[src/rtl/or_loop_pkg.sv]
// ----------------------------------------------------------------------------
// or_loop_pkg
// Shared types and default timing constants for the OR-loop pulse sweeper.
//   sweep_state_t   : sequencer states
//   *_DEF constants : default clear/settle lengths and synchronizer depth
// ----------------------------------------------------------------------------
package or_loop_pkg;

  typedef enum logic [2:0] {
    S_IDLE   = 3'd0,
    S_CLEAR  = 3'd1,
    S_PULSE  = 3'd2,
    S_SETTLE = 3'd3,
    S_SAMPLE = 3'd4,
    S_DONE   = 3'd5
  } sweep_state_t;

  localparam int CLEAR_CYC_DEF   = 16;
  localparam int SETTLE_CYC_DEF  = 32;
  localparam int SYNC_STAGES_DEF = 2;

endpackage

[src/rtl/sync_ff.sv]
// ----------------------------------------------------------------------------
// sync_ff
// Multi-flop synchronizer for a single asynchronous level signal.
//   clk, rst : destination clock, async active-high reset (flops reset to 0)
//   d        : asynchronous input
//   q        : input after STAGES flops in the clk domain
// ----------------------------------------------------------------------------
module sync_ff #(
  parameter int STAGES = 2
) (
  input  logic clk,
  input  logic rst,
  input  logic d,
  output logic q
);

  logic [STAGES-1:0] sync_q;
  logic [STAGES-1:0] sync_d;

  // Shift the raw input in at bit 0; the oldest sample leaves at the top.
  always_comb begin
    sync_d = {sync_q[STAGES-2:0], d};
  end

  always_ff @(posedge clk or posedge rst) begin
    if (rst) begin
      sync_q <= '0;
    end else begin
      sync_q <= sync_d;
    end
  end

  assign q = sync_q[STAGES-1];

endmodule

[src/rtl/or_loop_pulse_sweeper.sv]
// ----------------------------------------------------------------------------
// or_loop_pulse_sweeper
// Sweeps the pulse width applied to the buffered OR-feedback latch loop from
// width_min to width_max, clearing the loop before every trial and sampling
// the loop output after a settle window. Reports the first width that latched.
//   clk, rst             : system clock, async active-high reset
//   start, abort         : begin sweep (IDLE only) / cancel sweep
//   width_min, width_max : sweep bounds in cycles, captured on start
//   loop_out             : loop output, asynchronous to clk
//   pulse_out            : loop input drive
//   loop_clear           : breaks/clears loop feedback while high
//   busy, done           : sweep in progress / one-cycle end-of-sweep pulse
//   found, threshold     : a width latched the loop / that width
//   err                  : bad bounds or loop stuck high
//   trial_cnt            : trials executed in the current/last sweep
// ----------------------------------------------------------------------------
module or_loop_pulse_sweeper
  import or_loop_pkg::*;
#(
  parameter int W           = 8,
  parameter int CLEAR_CYC   = CLEAR_CYC_DEF,
  parameter int SETTLE_CYC  = SETTLE_CYC_DEF,
  parameter int SYNC_STAGES = SYNC_STAGES_DEF
) (
  input  logic         clk,
  input  logic         rst,
  input  logic         start,
  input  logic         abort,
  input  logic [W-1:0] width_min,
  input  logic [W-1:0] width_max,
  input  logic         loop_out,
  output logic         pulse_out,
  output logic         loop_clear,
  output logic         busy,
  output logic         done,
  output logic         found,
  output logic         err,
  output logic [W-1:0] threshold,
  output logic [W-1:0] trial_cnt
);

  // The shared phase counter must hold the longest of the three phases.
  localparam int CLR_W = $clog2(CLEAR_CYC + 1);
  localparam int SET_W = $clog2(SETTLE_CYC + 1);
  localparam int CNT_W = (W > CLR_W) ? ((W > SET_W) ? W : SET_W)
                                     : ((CLR_W > SET_W) ? CLR_W : SET_W);
  localparam logic [CNT_W-1:0] CLR_LOAD = CNT_W'(CLEAR_CYC - 1);
  localparam logic [CNT_W-1:0] SET_LOAD = CNT_W'(SETTLE_CYC - 1);

  sweep_state_t   state_q, state_d;
  logic [CNT_W-1:0] cnt_q, cnt_d;
  logic [W-1:0]   cur_w_q, cur_w_d;
  logic [W-1:0]   wmax_q, wmax_d;
  logic [W-1:0]   threshold_q, threshold_d;
  logic [W-1:0]   trial_cnt_q, trial_cnt_d;
  logic           found_q, found_d;
  logic           err_q, err_d;
  logic           pulse_q, pulse_d;
  logic           clear_q, clear_d;
  logic           busy_q, busy_d;
  logic           done_q, done_d;
  logic           lsync;

  sync_ff #(.STAGES(SYNC_STAGES)) u_loop_sync (
    .clk (clk),
    .rst (rst),
    .d   (loop_out),
    .q   (lsync)
  );

  // Next-state logic. Each phase loads cnt with (length-1) on entry and
  // leaves when it reaches zero. Abort bypasses every transition and leaves
  // the result registers untouched.
  always_comb begin
    state_d     = state_q;
    cnt_d       = cnt_q;
    cur_w_d     = cur_w_q;
    wmax_d      = wmax_q;
    threshold_d = threshold_q;
    trial_cnt_d = trial_cnt_q;
    found_d     = found_q;
    err_d       = err_q;

    if (abort) begin
      state_d = S_IDLE;
    end else begin
      unique case (state_q)
        S_IDLE: begin
          if (start) begin
            wmax_d      = width_max;
            found_d     = 1'b0;
            err_d       = 1'b0;
            threshold_d = '0;
            trial_cnt_d = '0;
            if ((width_min == '0) || (width_min > width_max)) begin
              err_d   = 1'b1;
              state_d = S_DONE;
            end else begin
              cur_w_d = width_min;
              cnt_d   = CLR_LOAD;
              state_d = S_CLEAR;
            end
          end
        end
        S_CLEAR: begin
          if (cnt_q == '0) begin
            // Loop still high after a full clear means it is stuck.
            if (lsync) begin
              err_d   = 1'b1;
              state_d = S_DONE;
            end else begin
              cnt_d       = CNT_W'(cur_w_q) - CNT_W'(1);
              trial_cnt_d = trial_cnt_q + W'(1);
              state_d     = S_PULSE;
            end
          end else begin
            cnt_d = cnt_q - CNT_W'(1);
          end
        end
        S_PULSE: begin
          if (cnt_q == '0) begin
            cnt_d   = SET_LOAD;
            state_d = S_SETTLE;
          end else begin
            cnt_d = cnt_q - CNT_W'(1);
          end
        end
        S_SETTLE: begin
          if (cnt_q == '0) begin
            state_d = S_SAMPLE;
          end else begin
            cnt_d = cnt_q - CNT_W'(1);
          end
        end
        S_SAMPLE: begin
          // Compare against wmax before incrementing so cur_w never wraps.
          if (lsync) begin
            found_d     = 1'b1;
            threshold_d = cur_w_q;
            state_d     = S_DONE;
          end else if (cur_w_q == wmax_q) begin
            found_d = 1'b0;
            state_d = S_DONE;
          end else begin
            cur_w_d = cur_w_q + W'(1);
            cnt_d   = CLR_LOAD;
            state_d = S_CLEAR;
          end
        end
        S_DONE: begin
          state_d = S_IDLE;
        end
        default: begin
          state_d = S_IDLE;
        end
      endcase
    end

    // Drive outputs follow the next state so they line up with it once
    // registered; done fires the cycle after DONE, together with busy falling.
    pulse_d = (state_d == S_PULSE);
    clear_d = (state_d == S_CLEAR);
    busy_d  = (state_d != S_IDLE);
    done_d  = (state_q == S_DONE) && !abort;
  end

  // State and output registers.
  always_ff @(posedge clk or posedge rst) begin
    if (rst) begin
      state_q     <= S_IDLE;
      cnt_q       <= '0;
      cur_w_q     <= '0;
      wmax_q      <= '0;
      threshold_q <= '0;
      trial_cnt_q <= '0;
      found_q     <= 1'b0;
      err_q       <= 1'b0;
      pulse_q     <= 1'b0;
      clear_q     <= 1'b0;
      busy_q      <= 1'b0;
      done_q      <= 1'b0;
    end else begin
      state_q     <= state_d;
      cnt_q       <= cnt_d;
      cur_w_q     <= cur_w_d;
      wmax_q      <= wmax_d;
      threshold_q <= threshold_d;
      trial_cnt_q <= trial_cnt_d;
      found_q     <= found_d;
      err_q       <= err_d;
      pulse_q     <= pulse_d;
      clear_q     <= clear_d;
      busy_q      <= busy_d;
      done_q      <= done_d;
    end
  end

  assign pulse_out  = pulse_q;
  assign loop_clear = clear_q;
  assign busy       = busy_q;
  assign done       = done_q;
  assign found      = found_q;
  assign err        = err_q;
  assign threshold  = threshold_q;
  assign trial_cnt  = trial_cnt_q;

endmodule

[config.mk]
export PLATFORM = sky130hd
export DESIGN_NAME = or_loop_pulse_sweeper
export DESIGN_NICKNAME = d
export VERILOG_FILES = /design/src/rtl/or_loop_pkg.sv /design/src/rtl/sync_ff.sv /design/src/rtl/or_loop_pulse_sweeper.sv
export SDC_FILE = /design/constraint.sdc
export NUM_CORES = 1
export LEC_CHECK = 0
export CORE_MARGIN = 4
export CORE_UTILIZATION = 55
export DETAILED_ROUTE_END_ITERATION = 12
export PLACE_DENSITY = 0.9
export SETUP_SLACK_MARGIN = 0.5
export SYNTH_ARGS = -nofsm -noshare
export SYNTH_HDL_FRONTEND = slang
export SYNTH_SLANG_ARGS = --single-unit
[constraint.sdc]
create_clock -name clk -period 2.3 [get_ports clk]
set_input_delay 0.46 -clock clk [delete_from_list [all_inputs] [get_ports clk]]
set_output_delay 0.46 -clock clk [all_outputs]
set_load 0.005 [all_outputs]
==> results.tsv <==
stage	metric	value	unit
floorplanning	die_height	83.4	um
timing	whs	365	ps
power	power.density	780	nW/um2
worst_setup_path	r2r_slack	-210	ps
routing	drt_wl_total	16000	um
timing	slew_headroom	62.5	%
timing	tightest_slew	561	ps
routing	first_pass_iters	8	
synthesis	synth_top_area_share	40.8	%
power	p_leak	0.00215	uW
worst_setup_path	cp.arrival	2690	ps
worst_setup_path	crit_type	reg -> reg	
final_layout	final_nets	487	
clock_tree	cts.clk_slew.worst_paths	110	ps
worst_setup_path	worstRegToRegCells	8	
synthesis	synth_edf_count	0	
final_layout	finalNonFillerCells	527	
final_layout	syn_to_final_growth	64.4	%
final_layout	drive_above_1_share	52.7	%
placed_design	hpwl	6310	um
synthesis	synth_commonest_cells	dfrtp_1, nor2_1, inv_1, nand2_1, xor2_1	
power	power.total	4010	uW
floorplanning	fp.dieW	83.4	um
synthesis	synth_ff_type	dfrtp_1	
clock_tree	cts_tree	built	
routing	vias	3948	
worst_setup_path	endpoint_kind	flip-flop	
clock_tree	htreeDepth	2	
routing	drt.antenna.violating_nets	0	
timing	finalCriticalPeriod	2510	ps
routing	initialDrtViolationCount	882	
worst_setup_path	critPathLaunch	cur_w_q[1]$_DFFE_PP0P_	
clock_tree	cts_buffer_depth	2	
clock_tree	postCtsHoldBufs	0	
grt	grt_pass1_vias	3380	
timing	fin_crit_sh	109	%
timing	fin_ws	-211	ps
grt	track_usage	32.2	%
synthesis	yosys_warnings	0	
placed_design	place_congestion	0.918	
synthesis	synth_fp_nets	356	
timing	finalHoldViolations	0	
grt	grt_pass1_wl	17800	um
min_path	hold_depth	0	
synthesis	ys_types	59	
min_path	holdCritPathClass	reg -> reg	
timing	fmax	398	MHz
power	vdd_ir_drop_max	0.000870	V
worst_setup_path	cp_max_fo	3	
timing	rsz0062_at_grt	true	
floorplanning	die-area	6960	um2
outcome	status	finished with violations	
timing	drv_slew	0	
min_path	hp-start	u_loop_sync.sync_q[0]$_DFF_PP0_	
min_path	hold_end	u_loop_sync.sync_q[1]$_DFF_PP0_	
clock_tree	numCtsBuffers	5	
timing	finClkSkew	12.3	ps
grt	grt_antenna_before_repair	0	
worst_setup_path	required	2480	ps
placed_design	place_ws	-577	ps
placed_design	placed_cell_area	3860	um2
clock_tree	cts_root_buffer	clkbuf_8	
synthesis	ys_seq_area_share	40.8	%
synthesis	yosys-top-cells-area	dfrtp_1, xor2_1, ha_1	
grt	grt_overflow	0	
clock_tree	clkSinkCount	51	
clock_tree	clock_latency	330	ps
worst_setup_path	setup.worst_path.start_class	flip-flop	
synthesis	syn_area	3130	um2
worst_setup_path	r2r_end	cnt_q[6]$_DFFE_PP0P_	
synthesis	async_flop_share	100	%
floorplanning	start_util	56.8	%
placed_design	io_buffers	42	
routing	drc	0	
floorplanning	rows	27	
placed_design	placed_cells	455	
routing	via_per_inst	7.49	
routing	wl_per_cell	30.3	um
grt	grt_max_degree	34	
worst_setup_path	r2r-start	cur_w_q[1]$_DFFE_PP0P_	
floorplanning	coreArea	5510	um2
final_layout	finalInstanceArea	5140	um2
final_layout	antenna_cells	0	
synthesis	avgSynthCellArea	9.68	um2
floorplanning	io_pins	43	
timing	setup_violations	1	
synthesis	synth_area_leader_cell	dfrtp_1	
outcome	violations	setup timing	
synthesis	yosysMostFrequentCell	dfrtp_1	
flow_run	drv_cap	0	
synthesis	synthCells	323	
synthesis	synth-seq-cells	51	
stage by stage:
stage,setup TNS (ps),util (%)
detailed placement,-9420,70.2
CTS,0,80.8
finish,-211,93.4
global route,-347,93.4
global placement,-7590,70.2
floorplan,0,-
worst max path at each step:
stage,endpoint,slack (ps),depth (start not counted)
after floorplan,cnt_q[3]$_DFFE_PP0P_,110,9
after global placement,cnt_q[3]$_DFFE_PP0P_,-460,9
after detailed placement,cur_w_q[6]$_DFFE_PP0P_,-580,10
after CTS,cnt_q[6]$_DFFE_PP0P_,250,8
after global routing,cnt_q[6]$_DFFE_PP0P_,-310,8
final,cnt_q[6]$_DFFE_PP0P_,-210,8
routing by layer:
layer	GRT usage [%]	vias up	share of wire (%)
met3	7.14	194	13
met1	37.3	1799	32
met4	20.0	0	9.8
met2	53.8	501	46
met5	0	-	0
li1	-	1454	-
critical path, stage by stage (launching register included):
cell	delay, ps
dfrtp_1	420
inv_2	110
ha_4	150
or3b_4	410
o31a_1	400
nor4_4	190
nor4_1	110
o31ai_1	390
o21ai_1	180
cell families after synthesis:
family | synth area share [%]
multiplexers | 4.64
XOR/XNOR | 5.60
AO/OA/AOI/OAI | 19.1
AND/OR/NAND/NOR | 20.0
flip-flops | 40.8
buffers and inverters | 5.12
adder cells (fa/ha/maj) | 4.80
registers in the layout (all words and copies together), names as in the netlist, 2 cells and up:
register and count:
cnt_q 8, cur_w_q 8, trial_cnt 8, state_q 3, threshold 8, u_loop_sync.sync_q 2
wmax_q 8
area by class of cell:
type | count | area (um2)
fill | 154 | 365
clock inverter | 3 | 27.5
tap | 72 | 90.1
sequential | 51 | 1290
inverter | 18 | 80.1
multi-input combinational | 237 | 2320
clock buffer | 5 | 68.8
timing repair buffer | 141 | 1270
report_power, final:
| part | switching, uW | internal, uW |
|---|---|---|
| Clock | 359 | 224 |
| Sequential | 251 | 1060 |
| Combinational | 1160 | 955 |
| Total | 1770 | 2240 |
cell usage in the layout (no fill, tap or decap), types with 4 or more instances in the layout:
master | Yosys | routed
a21oi_1 | 14 | 7
a21oi_2 | 1 | 4
a21oi_4 | 0 | 4
a22o_1 | 7 | 7
buf_2 | 5 | 4
buf_4 | 2 | 67
buf_6 | 2 | 31
clkbuf_2 | 0 | 8
clkbuf_8 | 0 | 5
clkdlybuf4s50_1 | 0 | 25
dfrtp_1 | 51 | 45
dfrtp_2 | 0 | 4
ha_4 | 0 | 9
inv_1 | 18 | 6
inv_2 | 0 | 11
mux2_4 | 1 | 9
nand2_1 | 18 | 13
nand2_2 | 0 | 4
nand3_1 | 8 | 7
nand4_1 | 9 | 9
nor2_1 | 26 | 21
nor2_2 | 3 | 4
nor2_4 | 0 | 4
nor3_1 | 13 | 5
nor3_2 | 1 | 7
nor4_4 | 1 | 6
o21ai_0 | 8 | 5
o21ai_1 | 7 | 5
o21ai_2 | 1 | 5
o31a_1 | 4 | 4
o31ai_1 | 9 | 5
xor2_1 | 18 | 14
repair_timing:
| item | 4_1_cts | 5_1_grt |
|---|---|---|
| resized for setup | 112 | 112 |
| setup buffers | 24 | 38 |
| gates cloned | 1 | 1 |
| setup endpoints to repair | 37 | 49 |
| pin swaps | 32 | 31 |
(Power assumes the default switching activity.)
